### config.mk
export PLATFORM = sky130hd
export DESIGN_NAME = multiplier_cp
export DESIGN_NICKNAME = d
export VERILOG_FILES = /design/src/rtl/multiplier_cp.sv
export SDC_FILE = /design/constraint.sdc
export NUM_CORES = 1
export LEC_CHECK = 0
export CAP_MARGIN = 20
export CORE_AREA = 2 2 39 41
export DETAILED_ROUTE_END_ITERATION = 8
export DIE_AREA = 0 0 41 43
export DONT_BUFFER_PORTS = 1
export GPL_TIMING_DRIVEN = 0
export PLACE_DENSITY = 0.49
export SETUP_SLACK_MARGIN = 0.5
export SLEW_MARGIN = 20
export SYNTH_ARGS = -nofsm -noshare
export SYNTH_HDL_FRONTEND = slang
export SYNTH_SLANG_ARGS = --single-unit
### constraint.sdc
create_clock -name clk_i -period 3.39 [get_ports clk_i]
set_clock_uncertainty 0.1 [all_clocks]
set_input_delay 0.5085 -clock clk_i [delete_from_list [all_inputs] [get_ports clk_i]]
set_output_delay 0.5085 -clock clk_i [all_outputs]
set_load 0.1 [all_outputs]
### src/rtl/multiplier_cp.sv
// Control path of the iterative RV32M multiplier: sequences operand load,
// four partial-product accumulation steps and completion.
//
// state  | meaning
// INIT   | idle, operand A/B registers loading, waiting for mult_en_i
// MULT_1 | accumulate partial products, byte lane 3 sign control
// MULT_2 | accumulate partial products, byte lane 0 sign control
// MULT_3 | accumulate partial products, byte lane 1 sign control
// MULT_4 | accumulate partial products, byte lane 2 sign control
// DONE   | result valid, held until mult_en_i drops
module multiplier_cp (
  input  logic       clk_i,
  input  logic       rst_i,
  input  logic       mult_en_i,
  input  logic       signed_B_i,
  output logic       reg_A_en_o,
  output logic       reg_B_en_o,
  output logic       AC_en_o,
  output logic       mux_B_sel_o,
  output logic [3:0] sig_ctrl_B_o,
  output logic [2:0] shift_0_o,
  output logic [2:0] shift_1_o,
  output logic [2:0] shift_2_o,
  output logic [2:0] shift_3_o,
  output logic       rol_en_o,
  output logic       done_o
);

  typedef enum logic [2:0] {
    INIT   = 3'd0,
    MULT_1 = 3'd1,
    MULT_2 = 3'd2,
    MULT_3 = 3'd3,
    MULT_4 = 3'd4,
    DONE   = 3'd5
  } state_t;

  state_t state_q;
  state_t state_d;

  always_ff @(posedge clk_i) begin
    if (rst_i) begin
      state_q <= INIT;
    end else begin
      state_q <= state_d;
    end
  end

  always_comb begin
    state_d      = INIT;
    reg_A_en_o   = 1'b0;
    reg_B_en_o   = 1'b0;
    AC_en_o      = 1'b0;
    mux_B_sel_o  = 1'b0;
    sig_ctrl_B_o = 4'b0000;
    shift_0_o    = 3'd0;
    shift_1_o    = 3'd0;
    shift_2_o    = 3'd0;
    shift_3_o    = 3'd0;
    rol_en_o     = 1'b0;
    done_o       = 1'b0;

    case (state_q)
      MULT_1: begin
        state_d      = MULT_2;
        reg_B_en_o   = 1'b1;
        AC_en_o      = 1'b1;
        mux_B_sel_o  = 1'b1;
        sig_ctrl_B_o = signed_B_i ? 4'b1000 : 4'b0000;
        shift_0_o    = 3'd0;
        shift_1_o    = 3'd2;
        shift_2_o    = 3'd4;
        shift_3_o    = 3'd6;
        rol_en_o     = 1'b1;
      end
      MULT_2: begin
        state_d      = MULT_3;
        reg_B_en_o   = 1'b1;
        AC_en_o      = 1'b1;
        mux_B_sel_o  = 1'b1;
        sig_ctrl_B_o = signed_B_i ? 4'b0001 : 4'b0000;
        shift_0_o    = 3'd3;
        shift_1_o    = 3'd1;
        shift_2_o    = 3'd3;
        shift_3_o    = 3'd5;
        rol_en_o     = 1'b1;
      end
      MULT_3: begin
        state_d      = MULT_4;
        reg_B_en_o   = 1'b1;
        AC_en_o      = 1'b1;
        mux_B_sel_o  = 1'b1;
        sig_ctrl_B_o = signed_B_i ? 4'b0010 : 4'b0000;
        shift_0_o    = 3'd2;
        shift_1_o    = 3'd4;
        shift_2_o    = 3'd2;
        shift_3_o    = 3'd4;
        rol_en_o     = 1'b1;
      end
      MULT_4: begin
        state_d      = DONE;
        reg_B_en_o   = 1'b1;
        AC_en_o      = 1'b1;
        mux_B_sel_o  = 1'b1;
        sig_ctrl_B_o = signed_B_i ? 4'b0100 : 4'b0000;
        shift_0_o    = 3'd1;
        shift_1_o    = 3'd3;
        shift_2_o    = 3'd5;
        shift_3_o    = 3'd3;
        rol_en_o     = 1'b1;
      end
      DONE: begin
        state_d = mult_en_i ? DONE : INIT;
        done_o  = 1'b1;
      end
      INIT: begin
        state_d    = mult_en_i ? MULT_1 : INIT;
        reg_A_en_o = 1'b1;
        reg_B_en_o = 1'b1;
      end
      // Unused encodings fall back to idle outputs and recover to INIT.
      default: begin
        state_d    = INIT;
        reg_A_en_o = 1'b1;
        reg_B_en_o = 1'b1;
      end
    endcase
  end

endmodule

# --- After elaboration in Yosys (flattened, before gate mapping) ---
# Cells that the tools add are included.
word_totals:
  inputBits: 4
  word_cells: 25
  out_inout_bits: 22
  register_bits: 3
classes:
  n_mux: 16
  eq_ne: 5
  n_reduce_logical: 3
op_table:
  columns: ["cell", "count"]
  rows:
  - ["one-hot mux 3 bit (4 select lines)", 3]
  - ["one-hot mux 3 bit (6 select lines)", 1]
  - ["one-hot mux 4 bit (4 select lines)", 1]
  - ["== test 3 x 2 -> 1 bit, second input constant", 2]
  - ["== test 3 bit, second input constant", 2]
  - ["two-way mux 1 bit", 6]
  - ["two-way mux 3 bit", 2]
  - ["one-hot mux 2 bit (3 select lines)", 1]
  - ["OR reduction 5 bit", 1]
  - ["two-way mux 4 bit", 1]
  - ["OR reduction 4 bit", 1]
  - ["== test 3 x 1 -> 1 bit, second input constant", 1]
  - ["zero test 3 bit", 1]
  - ["two-way mux 2 bit", 1]

# --- Longest topological paths before layout ---
# Gate-level depths: netlist (run 1).
logic_depth:
  word_depth: 3
  depth_mapped: 4
  mapped_depth_nobuf: 3

# --- Worst setup path before layout (run 1) ---
# Ideal clock, no wire load.
synth_path:
  path_kind: "reg-to-output"
  startpoint: "register state_q[2]"
  endpoint: "output port mux_B_sel_o"
  setup_slack_ps: 133
  arrival_time_ps: 2648
  required_ps: 2782
  path_stages_with_launch: 4
  path_buffers: 2
  cell_sequence: "dfxtp_1 > buf_6 > xnor2_1 > buf_4"
synth_between:
  elab_chain_len: 3
  elab_cells_between_ends: 6
  classes_between: "eq/ne (4); mux (1); reduce/logical (1)"
synth_lines:
  columns: ["element", "line_no", "source"]
  rows:
  - ["from (decl)", "38", "state_t state_q;"]
  - ["from (signal assigned)", "45", "state_q <= state_d;"]
  - ["== test 3 bit (tied with other cells)", null, null]
  - ["OR reduction 4 bit (no source line) (*)", null, null]
  - ["two-way mux 1 bit (*)", null, null]
  - ["to (decl)", "19", "output logic mux_B_sel_o,"]
# Every way passes the cells marked *; elsewhere a longest branch is shown, timed or not.

# --- Worst setup path in the final report (run 1) ---
layout_path:
  startpoint: "register state_q[2]"
  endpoint: "output port shift_1_o[2]"
layout_between:
  elab_chain_len: 2
  elab_cells_between_ends: 5
  classes_between: "eq/ne (4); mux (1)"
layout_lines:
  columns: ["element", "line_no", "source"]
  rows:
  - ["== test 3 bit (tied with other cells)", "63", "case (state_q)"]
  - ["one-hot mux 3 bit (4 select lines) (*)", "63", null]
  - ["to (decl)", "22", "output logic [2:0] shift_1_o,"]
# Marked as above.

==> results of run 1 <==
-- per-layer routing --
layer	track usage, %	wire length, µm
met5	0	0
met4	6.00	0
met3	4.19	89
met2	12.5	349
met1	8.33	257
-- cell type report --
cell class	instances	area (µm²)	area share, %
sequential	3	60.1	14.4
clock buffer	4	26.3	6.31
multi-input combinational	29	220	52.9
buffer	10	82.6	19.8
inverter	2	7.51	1.80
tap	16	20.0	4.80
-- path summary, 6_finish.rpt --
path,start,endpoint
max reg2reg,state_q[2],state_q[2]
min,rst_i,state_q[2]
min reg2reg,state_q[1],state_q[1]
max,state_q[2],shift_1_o[2]
-- metrics by stage --
stage          setup WS (ns)  instances  instance area [µm²]
6_report               0.833         64                  417
5_1_grt                0.765         64                  417
2_1_floorplan          0.792         44                  339
3_3_place_gp           0.724         60                  359
4_1_cts                0.514         64                  412
3_5_place_dp           0.712         60                  378
-- cell usage in the layout (no fill, tap or decap) --
cell type                  n
sky130_fd_sc_hd__buf_4     8
sky130_fd_sc_hd__nand2_1   3
sky130_fd_sc_hd__xnor2_1   3
sky130_fd_sc_hd__nor2_2    3
sky130_fd_sc_hd__a21oi_1   3
sky130_fd_sc_hd__clkbuf_4  3
sky130_fd_sc_hd__dfxtp_1   3
sky130_fd_sc_hd__buf_6     2
sky130_fd_sc_hd__inv_1     2
sky130_fd_sc_hd__nor2_4    2
sky130_fd_sc_hd__and3_1    2
sky130_fd_sc_hd__nor2_1    1
sky130_fd_sc_hd__xnor2_4   1
sky130_fd_sc_hd__and2b_2   1
sky130_fd_sc_hd__and3b_2   1
sky130_fd_sc_hd__nor2b_1   1
sky130_fd_sc_hd__and3b_1   1
sky130_fd_sc_hd__and2b_1   1
sky130_fd_sc_hd__mux2_2    1
sky130_fd_sc_hd__nor3_1    1
sky130_fd_sc_hd__nand2b_1  1
sky130_fd_sc_hd__nand3b_1  1
sky130_fd_sc_hd__o31ai_1   1
sky130_fd_sc_hd__conb_1    1
sky130_fd_sc_hd__clkbuf_1  1
-- repair_timing --
| item | in CTS | in global routing |
|---|---|---|
| resized for setup | 3 | 1 |
| hold endpoints to repair | 0 | 0 |
| endpoints found under the setup margin | 4 | 2 |
-- worst max-delay path, delay by kind of cell, from the launching register on --
kind,cells,cell delay [ns]
simple gates,2,0.73
buf+inv,1,0.63
flops,1,0.36
-- logic make-up after synthesis --
group           synth area share, %
flops                          18.4
buf+inv                        27.6
compound gates                 6.90
mux                            3.45
other cells                    1.15
xor+xnor                       10.7
simple gates                   31.8
==> results.md, run 1 <==
STA:
- The routed design could run at a clock period as short as 2.56 ns.
- The final max-slew violation count was 0.
- Adding up every negative setup slack in the final design gives 0 ns.
- The worst relative slew slack is 28.9%.
- The peak clock frequency supported by timing is 391 MHz.
- Setup repair after global routing left no endpoint under its margin.
- Setup violations remaining at the end of the flow were counted as 0.
- The tightest hold path in the finished design has a slack of 0.248 ns.
- The count of final hold-check violations came to 0.
- Dividing the final minimum period by the clock period gives 75.4%.
- For the pin with the worst max-slew slack, the measured transition is 1.07 ns.

Global route:
- The residual overflow from global routing is 0.
- The number of global-route vias before repair was 243.
- Global routing used 8.32% of the available tracks.
- The pin count of the biggest net entering global routing is 11.
- The number of antenna violations at the first check in global routing is 0.
- The first global-routing pass estimated 972 µm of wire.

Die:
- The height of the chip is 43 µm.
- The initial standard-cell utilization of the core is 23.6%.
- Pin placement for this block handled 26 I/O pins.
- The area inside the core boundary is 1380 µm².
- The die covers 1760 µm².
- After floorplanning, the core was divided into 14 placement rows.
- Measured along the x axis, the die boundary spans 41 µm.

Layout:
- Counting flops per register, the top entry is state_q.
- The signed area change from the synthesized netlist to the final layout is 27.6%.
- 0 antenna diodes ended up in the layout.
- Measured on the finished design, the core utilization comes to 30.1%.
- The final layout contains 53 nets.
- The total of fill cells in the finished design is 175.
- The post-route netlist has 45.8% of its cells at a drive strength greater than 1.
- The largest registers in the layout are state_q x3.
- The flip-flop count of the largest register, all copies and words added is 3.

Synth:
- The total of flip-flops plus latches after synthesis is 3.
- After synthesis the cells add up to 327 µm².
- The largest area contributor in the synthesized netlist is sky130_fd_sc_hd__dfxtp_1.
- Ranked by instance count, the synthesized netlist is headed by 8 x sky130_fd_sc_hd__buf_4, 6 x sky130_fd_sc_hd__nor2_1, 4 x sky130_fd_sc_hd__xnor2_1.
- The netlist uses 18 different library cells.
- Yosys mapped a number of flops with a built-in enable equal to 0.
- When the netlist entered floorplanning its net count stood at 48.
- Summed over its instances, the top area cell type makes up 18.4% of the synthesized netlist area.
- The average footprint of a synthesized cell is 7.42 µm².
- The number of standard cells after synthesis is 44.
- In the synthesized netlist the async set-or-reset flop fraction comes to 0%.
- The most common cell in the synthesized netlist is sky130_fd_sc_hd__buf_4.
- During synthesis, Yosys emitted a total of 0 warnings.
- The most frequently used flop master after synthesis is sky130_fd_sc_hd__dfxtp_1.
- The part of the Yosys area used for sequential elements is 18.4%.
- Sorting the synthesized cells by area gives the leading types as sky130_fd_sc_hd__dfxtp_1 18%, sky130_fd_sc_hd__buf_4 18%, sky130_fd_sc_hd__xnor2_1 11%.

CTS:
- After clock tree synthesis, the clock-pin slew on the worst setup and hold paths is 0.03 ns.
- The CTS root buffer is sky130_fd_sc_hd__clkbuf_4.
- Buffers inserted during clock tree synthesis total 3.
- The maximum level of the CTS H-tree is 1.
- TritonCTS built the clock tree.
- In this run, post-CTS hold repair placed 0 buffers.
- The clock tree buffer depth is 2.
- The clock network latency to the later pin of the worst-skew pair is 0.23 ns.
- The number of post-CTS setup repair buffers is 0.
- The sink count of the clock tree is 3.

Run status:
- The run finished with clean final reports.

Drt:
- In the routed design, unresolved DRC markers number 0.
- In this run the remaining antenna-violating nets after routing total 0.
- After detailed routing, the average wire length per cell comes to 10.9 µm.
- For this block, the initial DRC count from the detailed router was 0.
- In the routed layout, each cell is associated on average with a via count of 4.44.
- The routed via count is 284.
- The routed wire length is 696 µm.
- For this run, the detailed router's first-pass iteration total came to 1.

Worst hold path:
- The path type of the worst min-delay path is in2reg.
- The number of cells traversed by the worst hold path is 1.

Critical path:
- For the worst flop-to-flop path, the logic depth is 3.
- STA classifies the critical path startpoint as a register.
- By startpoint and endpoint, the worst setup path is classified as reg2out.
- The capturing element type of the critical path is a primary output.
- In this run the worst path has a maximum fanout of 6.
- The critical path goes through and2b_2 > nand2_1 > inv_1.
- Across all register-to-register paths, the minimum setup slack is 1.98 ns.
- STA puts the critical path data required time at 2.78 ns.
- The worst-path cell with the longest stage delay is sky130_fd_sc_hd__inv_1.
- The delay of the slowest cell on the worst path is 0.63 ns.
- At the worst endpoint, the arrival time is 1.95 ns.

Placement:
- After legalization and detailed placement, the total HPWL measured 532 µm.
- During placement, the flow inserted port buffers numbering 0.
- Routability-driven placement finished with a final weighted congestion of 0.647.

Run:
- The count of maximum capacitance violations is 0.
Power of run 1 is not shown: default switching activity piles up to over one toggle a cycle in this logic, so the estimate is an artifact.
==> run 2, diff against run 1 <==
--- a/config.mk
+++ b/config.mk
@@ -5,13 +5,14 @@
 export SDC_FILE = /design/constraint.sdc
 export NUM_CORES = 1
 export LEC_CHECK = 0
+export ABC_AREA = 1
 export CAP_MARGIN = 20
 export CORE_AREA = 2 2 39 41
 export DETAILED_ROUTE_END_ITERATION = 8
 export DIE_AREA = 0 0 41 43
 export DONT_BUFFER_PORTS = 1
 export GPL_TIMING_DRIVEN = 0
-export PLACE_DENSITY = 0.49
+export PLACE_DENSITY = 0.48
 export SETUP_SLACK_MARGIN = 0.5
 export SLEW_MARGIN = 20
 export SYNTH_ARGS = -nofsm -noshare
==> constraint.sdc (replaced) <==
create_clock -name clk_i -period 2.27 [get_ports clk_i]
set_clock_uncertainty 0.1 [all_clocks]
set_input_delay 0.3405 -clock clk_i [delete_from_list [all_inputs] [get_ports clk_i]]
set_output_delay 0.3405 -clock clk_i [all_outputs]
set_load 0.1 [all_outputs]
==> run 2 against run 1 <==
Effect of this change:
- the run now ends with setup timing left
- global-route usage is 3.7 points higher
- sequential share of layout area is 5.4 points lower
- non-clock buffer count is 10 higher
- area after synthesis is 7.3% lower
- cell count is 28% higher
- die area stayed put
- first-iteration DRC count is 2 higher
- via count is 25% higher
- hold slack worse by 0.19 ns
- cell area is 83% higher
- register-to-register slack worse by 1.5 ns
- highest routed layer is now met4
==> results.md, run 2 <==
Run status:
- The run finished, with violations left.
- The checks that failed: setup timing.

Critical path:
- The number of buffers and inverters on the critical path is 2 (+1).
- The signal on the critical path passes through inv_8 > nand3_4 > clkinvlp_4 > nor2_4.
- The required time of the critical path is 1.83 ns (-0.95 ns).
- The delay of the slowest cell on the worst path is 0.67 ns (+0.04 ns).
- The data arrival at the endpoint of the critical path is 2.13 ns (+0.18 ns).
- The maximum fanout along the worst path came to 2 (-4).
- The critical path is of the reg2out type.
- STA classifies the critical path endpoint as a primary output.
- The dominant delay contributor by cell family on the critical path is simple AND/OR/NAND/NOR gates.
- The type of element launching the critical path is a register.
- The worst-path cell with the longest stage delay is sky130_fd_sc_hd__nor2_4.

STA:
- The final max-slew violation count is 0 (unchanged).
- The final hold slack was 0.0630 ns (-0.185 ns).
- Timing would allow up to 389 MHz.
- The count of final hold-check violations came to 0 (unchanged).
- The final-report setup violation count is 8 (+8).
- The final worst-path setup slack came to -0.302 ns (-1.14 ns).
- The worst path in the final design needs a cycle of 2.57 ns, including I/O delays and setup.
- The share of the clock period used by the worst path after layout is 113%.
- Setup repair after global routing could not meet its margin everywhere.
- The worst relative slew slack was 55.4% (+27 points).
- The worst-margin pin slew is 0.667 ns (-0.398 ns).

Layout:
- In the layout the commonest cells are 10 x sky130_fd_sc_hd__nor2_4, 8 x sky130_fd_sc_hd__buf_12, 8 x sky130_fd_sc_hd__buf_4.
- The largest registers in the layout are state_q x3.
- The signed area change from the synthesized netlist to the final layout is 152%.
- The count of antenna diodes in the layout is 0 (unchanged).
- The library cell used most frequently in the layout, excluding fill and tap cells, is sky130_fd_sc_hd__nor2_4.
- The register ranked first by flip-flop count is state_q.
- The final net count is 71 (+34%).
- The total of fill cells in the finished design is 133 (-24%).
- The post-layout instance area came to 762 µm² (+83%).
- The flip-flop count of the largest register, all copies and words added is 3 (unchanged).
- The share of final-layout standard cells stronger than drive strength 1 is 80.3% (+34 points).

Power and ir drop:
- The leakage power summed over all cells is 0.000304 µW.
- Power comes to 1020 µW.
- Dividing total power by cell area gives a power density of 1340 nW/µm².
- The worst-case IR drop observed on VDD is 0.000442 V.

Global route:
- The residual overflow from global routing is 0 (unchanged).
- The number of global-route vias before repair is 304 (+25%).
- The global-route usage over all layers is 12.0% (+3.7 points).
- The number of antenna violations at the first check in global routing is 0 (unchanged).
- The pin count of the biggest net entering global routing is 7 (-4).
- The wire length of the first global-routing pass is 1370 µm (+41%).

Placement:
- The placed wire-length estimate after detailed placement is 583 µm (+9.4%).
- The final weighted congestion of routability-driven global placement is 0.752 (+16%).
- The cell area after placement is 528 µm² (+40%).
- The number of input and output port buffers inserted is 0 (unchanged).

Die:
- The initial standard-cell utilization of the core came to 21.9% (-1.7 points).
- The count of pins on the block boundary is 26 (unchanged).
- The area inside the core boundary is 1380 µm² (unchanged).
- The cell row count is 14 (unchanged).
- The height of the chip is 43 µm (unchanged).
- The die footprint is 1760 µm² (unchanged).
- The die outline width is 41 µm (unchanged).

CTS:
- The clock buffer count from CTS is 3 (unchanged).
- The CTS root buffer is sky130_fd_sc_hd__clkbuf_4.
- The number of hold-repair buffers added at the cts stage was 0 (unchanged).
- The clock network latency to the later pin of the worst-skew pair is 0.24 ns (about the same).
- The clock tree buffer depth is 2 (unchanged).
- The sink count of the clock tree came to 3 (unchanged).
- The maximum level of the CTS H-tree is 1 (unchanged).
- TritonCTS built the clock tree.
- The clock transition time at the flip-flop clock pins of the worst setup and hold paths is 0.04 ns (about the same).

Drt:
- The number of DRC violations after detailed routing is 0 (unchanged).
- The post-route antenna net violation count is 0 (unchanged).
- The routed via count is 355 (+25%).
- The routed wire length is 945 µm (+36%).
- The detailed-router iteration count before antenna repair came to 2 (+1).
- The number of DRC markers in iteration 0 is 2 (+2).
- The via density per instance is 4.33 (-2.4%).
- The final routed wire length divided by cell count is 11.5 µm (+6.0%).

Synth:
- The number of synthesized flops with an enable pin is 0 (unchanged).
- For this run, the leading register cell type out of synthesis is sky130_fd_sc_hd__dfxtp_1.
- The number of distinct library cells after synthesis is 15 (-3).
- The most common cell in the synthesized netlist is sky130_fd_sc_hd__nor2_1.
- The total of flip-flops plus latches after synthesis came to 3 (unchanged).
- By area the synthesized netlist is led by sky130_fd_sc_hd__dfxtp_1 20%, sky130_fd_sc_hd__buf_4 17%, sky130_fd_sc_hd__nor2_1 12%.
- The largest area contributor in the synthesized netlist is sky130_fd_sc_hd__dfxtp_1.
- The number of warnings printed during yosys synthesis is 0 (unchanged).
- After synthesis, the most frequently instantiated cells are 10 x sky130_fd_sc_hd__nor2_1, 7 x sky130_fd_sc_hd__buf_4, 6 x sky130_fd_sc_hd__inv_1, 6 x sky130_fd_sc_hd__nand2_1, 4 x sky130_fd_sc_hd__nand2_2.
- The net count of the mapped netlist was 54 (+13%).
- The part of the Yosys area used for sequential elements is 19.8% (+1.4 points).
- The share of async-settable or async-resettable flops after synthesis is 0% (unchanged).
- The top cell type's share of synthesized area is 19.8% (+1.4 points).
- The number of standard cells after synthesis is 50 (+14%).
- The average footprint of a synthesized cell was 6.06 µm² (-18%).
- The post-synthesis cell area was 303 µm² (-7.3%).

Worst hold path:
- In this run the worst hold path is classified as in2reg.

Run:
- The count of maximum capacitance violations is 0 (unchanged).
[run 2: changes by cell type after synthesis, moves of 3 or more]
cell	before	now
sky130_fd_sc_hd__nand2_2	0	4
sky130_fd_sc_hd__nor2_2	0	3
sky130_fd_sc_hd__nor2_1	6	10
sky130_fd_sc_hd__inv_1	2	6
sky130_fd_sc_hd__nand2_1	3	6
sky130_fd_sc_hd__xnor2_1	4	0
sky130_fd_sc_hd__inv_2	0	3
[run 2: stage by stage]
step	worst slack (ns)	utilization [%]	instances	setup TNS, ns
after floorplan	-0.0892	-	50	-0.0892
after global placement	-0.115	38.0	66	-0.115
after detailed placement	-0.121	38.2	66	-0.121
after CTS	-0.326	51.6	77	-1.23
after global routing	-0.345	55.1	82	-1.73
final	-0.302	55.1	82	-1.30
[run 2: cells by family after synthesis]
kind of cell    share of synthesized area (%)
other cells                              1.24
flops                                    19.8
buf+inv                                  32.2
simple gates                             43.4
compound gates                           3.30
[run 2: final cells by class]
| cell class | instances | area, µm² | share of cell area (%) |
|---|---|---|---|
| plain buffers | 8 | 139 | 18.2 |
| clock buffers | 4 | 26.3 | 3.45 |
| inverters | 9 | 56.3 | 7.39 |
| multi-input cells | 30 | 325 | 42.7 |
| flip-flops and latches | 3 | 68.8 | 9.03 |
| well taps | 16 | 20.0 | 2.63 |
| repair buffers | 12 | 126 | 16.6 |
[run 2: layer usage]
layer	vias to the layer above	global-route usage, %	wire [µm]
met5	-	0	0
met4	0	10.0	18
met3	2	1.05	63
met2	15	17.2	504
met1	165	15.4	359
li1	173	-	-
[run 2: report_power, final]
| group | internal [µW] | switching [µW] |
|---|---|---|
| Clock | 66.2 | 32.4 |
| Combinational | 211 | 637 |
| Sequential | 62.1 | 9.14 |
| Total | 339 | 678 |
[run 2: timing repair]
item	in CTS	in global routing
setup endpoints to repair	18	21
buffers inserted	7	5
resized for setup	27	3
pin swaps	12	4
cloned	0	0
[run 2: final timing paths]
| kind | start | endpoint | cells past startpoint | slack [ns] |
|---|---|---|---|---|
| worst max register to register | state_q[1] | state_q[0] | 7 | 0.47 |
| worst min register to register | state_q[0] | state_q[2] | 3 | 0.61 |
| worst max-delay path | state_q[1] | reg_A_en_o | 4 | -0.30 |
| worst min-delay path | rst_i | state_q[0] | 1 | 0.06 |
[run 2: worst reg2reg max path: stages (launching register included)]
cell	delay, ns
sky130_fd_sc_hd__dfxtp_4	0.37
sky130_fd_sc_hd__inv_8	0.03
sky130_fd_sc_hd__buf_4	0.16
sky130_fd_sc_hd__nor2_4	0.52
sky130_fd_sc_hd__nand2_4	0.18
sky130_fd_sc_hd__nand2_8	0.25
sky130_fd_sc_hd__nor2_2	0.04
sky130_fd_sc_hd__nor2_1	0.09
Note: power is estimated with default switching activity, not from simulation.
